==> config.mk <==
export PLATFORM = sky130hd
export DESIGN_NAME = mux_2to1
export DESIGN_NICKNAME = d
export VERILOG_FILES = /design/src/rtl/mux_2to1.sv
export SDC_FILE = /design/constraint.sdc
export NUM_CORES = 1
export LEC_CHECK = 0
export ABC_AREA = 1
export CAP_MARGIN = 20
export CORE_UTILIZATION = 34
export CTS_BUF_LIST = sky130_fd_sc_hd__clkbuf_8
export DETAILED_ROUTE_END_ITERATION = 6
export GPL_ROUTABILITY_DRIVEN = 0
export MAX_ROUTING_LAYER = met4
export PLACE_DENSITY = 0.82
export SLEW_MARGIN = 10
export SYNTH_ARGS = -nofsm -noshare
export SYNTH_HDL_FRONTEND = slang
export SYNTH_SLANG_ARGS = --single-unit
export TNS_END_PERCENT = 20
==> constraint.sdc <==
create_clock -name clk -period 1.1 [get_ports clk]
set_input_delay 0.11 -clock clk [delete_from_list [all_inputs] [get_ports clk]]
set_output_delay 0.11 -clock clk [all_outputs]
set_load 0.02 [all_outputs]
==> src/rtl/mux_2to1.sv <==
// -----------------------------------------------------------------------------
// mux_2to1
//
// Registered WIDTH-bit 2:1 data selector for the ROM/register datapath, e.g.
// choosing between a register-file operand and a ROM/immediate word.
//
// Ports:
//   clk  - system clock, rising-edge active (unused when REG_OUT = 0)
//   rst  - asynchronous, active-high reset (unused when REG_OUT = 0)
//   in0  - data source selected when sel is not a clean 1
//   in1  - data source selected when sel = 1
//   sel  - source select
//   out  - selected data; registered (1-cycle latency) or combinational
//
// Parameters:
//   WIDTH     - data width
//   REG_OUT   - 1: registered output, 0: combinational bypass
//   RESET_VAL - value loaded into the output register on reset
// -----------------------------------------------------------------------------
module mux_2to1 #(
    parameter int unsigned       WIDTH     = 32,
    parameter bit                REG_OUT   = 1'b1,
    parameter logic [WIDTH-1:0]  RESET_VAL = '0
) (
    input  logic             clk,
    input  logic             rst,
    input  logic [WIDTH-1:0] in0,
    input  logic [WIDTH-1:0] in1,
    input  logic             sel,
    output logic [WIDTH-1:0] out
);

    logic [WIDTH-1:0] w_next;

    // An if-statement takes the else branch for X/Z, so anything other than a
    // clean 1 on sel selects in0 and sel alone can never put X on the output.
    always_comb begin
        w_next = in0;
        if (sel == 1'b1) begin
            w_next = in1;
        end
    end

    if (REG_OUT) begin : g_reg
        logic [WIDTH-1:0] r_out;

        always_ff @(posedge clk or posedge rst) begin
            if (rst) begin
                r_out <= RESET_VAL;
            end else begin
                r_out <= w_next;
            end
        end

        assign out = r_out;
    end else begin : g_comb
        // Clock and reset are intentionally ignored in the bypass variant.
        logic w_unused_clk_rst;
        assign w_unused_clk_rst = clk ^ rst;

        assign out = w_next;
    end

endmodule

==> results by group <==
Global route
  • Total GRT Usage: between 15 and 20%
  • First-pass GRT wire length: 5440 um
  • Met2 Resource Use GR: 30.7%
  • Busiest grt layer: met2
  • Largest net degree at the start of global routing: 33
  • Vias in the first global route: 1212
  • Initial antenna violation count: 0
  • Grt total ovfl: 0
  • Met3 Usage GRT: 5.18%
  • Met1 Usage GRT: between 20% and 30%

Clock tree
  • Post-CTS setup buffer count: 0
  • Clock Tree Root: clkbuf_8
  • TritonCTS buffer count: 5
  • Cts hold-fix bufs: 0
  • CTS Sinks: 32
  • CTS max path bufs: 2
  • CTS tree: built
  • H-Tree Depth: 2
  • Clock-pin transition on the worst setup and hold timing paths: 60 ps

Logic synthesis
  • Synthesized area per cell: 9.46 um^2
  • Synth Warn #: 0
  • Syn nets: roughly 200
  • Synth cell types: 8
  • Cell count after synthesis: 137
  • FF+latch count, synth: 32
  • Seq/Total Area, Yosys: between 60 and 70%
  • Mapped Area: between 1000 and 1500 um^2

Route
  • Vias/cell: roughly 4.2
  • Detail Route Antenna Nets: 0
  • Total number of vias: 1212
  • Initial DRC count: 53
  • First-pass DRT Iterations: 4
  • Routed wire length: ~3100 um
  • DRC violations left: 0
  • Routed wire per std cell: 10.9 um

Floorplan
  • Num ports: 99
  • Row cnt: 22
  • Core Region: 3660 um^2
  • Starting Density: between 30% and 40%
  • Die height: between 60 and 70 um
  • Die span in x: about 64 um
  • Die area: 4060 um^2

Power and ir drop
  • Comb pwr share: ~23%
  • Sw power: a little over 0.7 mW
  • Sequential share of power: ~46%
  • Maximum vdd drop: approximately 700 uV
  • Sw frac: 25.1%
  • P_leak: around 1.2 nW
  • P_int: 2.11 mW
  • Clk pwr share: roughly 31%
  • PwrDens: around 1200 nW/um^2

STA
  • WHS: between 150 and 200 ps
  • Setup violations, final: 0
  • Fmax achieved: about 0.94 GHz
  • Tcrit/Tclk final: between 90% and 100%
  • Period minus WS final: 1070 ps
  • Final Hold Fails: 0
  • Worst slew pin tran: between 200 and 250 ps
  • RSZ-0062 raised after global routing: false
  • Setup TNS: 0 ps
  • Slew Limit Headroom: approximately 85%
  • Final count of pins violating max slew: 0

Setup path
  • Critical Path Source Type: register
  • Highest cell delay on the worst timing path: around 360 ps
  • Top delay family on crit path: flip-flops
  • Setup CP Type: register to primary output
  • Worst path slowest cell: dfrtp_1
  • Crit path DAT: roughly 960 ps
  • Setup crit end kind: primary output
  • Worst path cell trace: dlygate4sd2_1
  • Worst path required time: 990 ps
  • Worst-path fanout max: 1
  • Buf/Inv on CP: 1

Worst hold path
  • Hold Path Class: primary input to asynchronous set/reset pin

Placement
  • DP Wirelength: 2380 um
  • IO buf count: between 90 and 100
  • Cells after DPL: 280

Final layout
  • Number of flip-flops in the largest register: 32
  • Final net count: between 300 and 400
  • Synthesis-to-finish area growth: 80.6%
  • Commonest non-fill, non-tap cell in the layout: nand2_1
  • ANT cells: 0
  • Fill cell count: about 330
  • Commonest non-fill, non-tap cells in the layout: 86 x nand2_1, 66 x clkdlybuf4s50_1, 32 x dfrtp_1
  • Layout cells sized above 1: under 10%
  • Finished Layout Cells: 288

Outcome
  • Status: completed

Job
  • Max-cap viol count: 0
## per-stage QoR
stage | util, % | power [mW] | setup WS, ps | instance area [um^2]
3_3_place_gp | 62.4 | 2.01 | 15.5 | 2280
3_5_place_dp | 62.4 | 2.03 | -33.6 | 2280
6_report | 63.9 | 2.81 | 33.6 | 2340
5_1_grt | 63.9 | 2.99 | 0.116 | 2340
4_1_cts | 63.8 | 2.85 | 16.0 | 2330
2_1_floorplan | - | 1.60 | 299 | 1300
## layer usage
layer | vias up | share of wire (%)
met1 | 540 | 38
met3 | 6 | 6.5
met4 | 0 | 2.4
met5 | - | 0
met2 | 59 | 53
li1 | 607 | -
## power by group through the flow
| stage | registers, mW | clock network, mW | logic [mW] |
|---|---|---|---|
| 2_1_floorplan | 1.43 | 0 | 0.165 |
| 3_3_place_gp | 1.31 | 0 | 0.708 |
| 3_5_place_dp | 1.31 | 0 | 0.718 |
| 4_1_cts | 1.29 | 0.907 | 0.655 |
| 5_1_grt | 1.29 | 0.995 | 0.704 |
| 6_report | 1.28 | 0.878 | 0.648 |
## cells by family after synthesis
kind of cell           Yosys count  share of synthesized area, %
DFF                             32                          61.8
and+or+nand+nor                 96                          29.7
buffers and inverters            9                          8.49
## layout make-up
cell class | count | area (um^2) | area share [%]
repair buffers | 102 | 990 | 42.3
flip-flops and latches | 32 | 801 | 34.2
multi-input cells | 96 | 385 | 16.5
clock buffers | 6 | 82.6 | 3.53
well taps | 48 | 60.1 | 2.57
inverters | 2 | 15.0 | 0.641
clock inverters | 2 | 7.51 | 0.321
## synth_stat cells (all sizes together)
master | count | area, um^2
inv | 2 | 15.0
clkbuf | 3 | 41.3
dfrtp | 32 | 801
buf | 4 | 53.8
nand2 | 96 | 385
## worst paths after layout
check                                   from                end  slack (ps)  cells after the start
worst max-delay path       out[25]$_DFF_PP0_            out[25]          30                      1
worst min-delay path                     rst  out[10]$_DFF_PP0_         190                      3
max in group asynchronous                rst  out[30]$_DFF_PP0_         750                      3
min in group clk                     in0[26]  out[26]$_DFF_PP0_         360                      3
## repair_timing
item	in CTS	in global routing
pin swaps	0	0
endpoints found under the setup margin	32	5
resized for setup	32	5
Note: power is estimated with default switching activity, not from simulation.
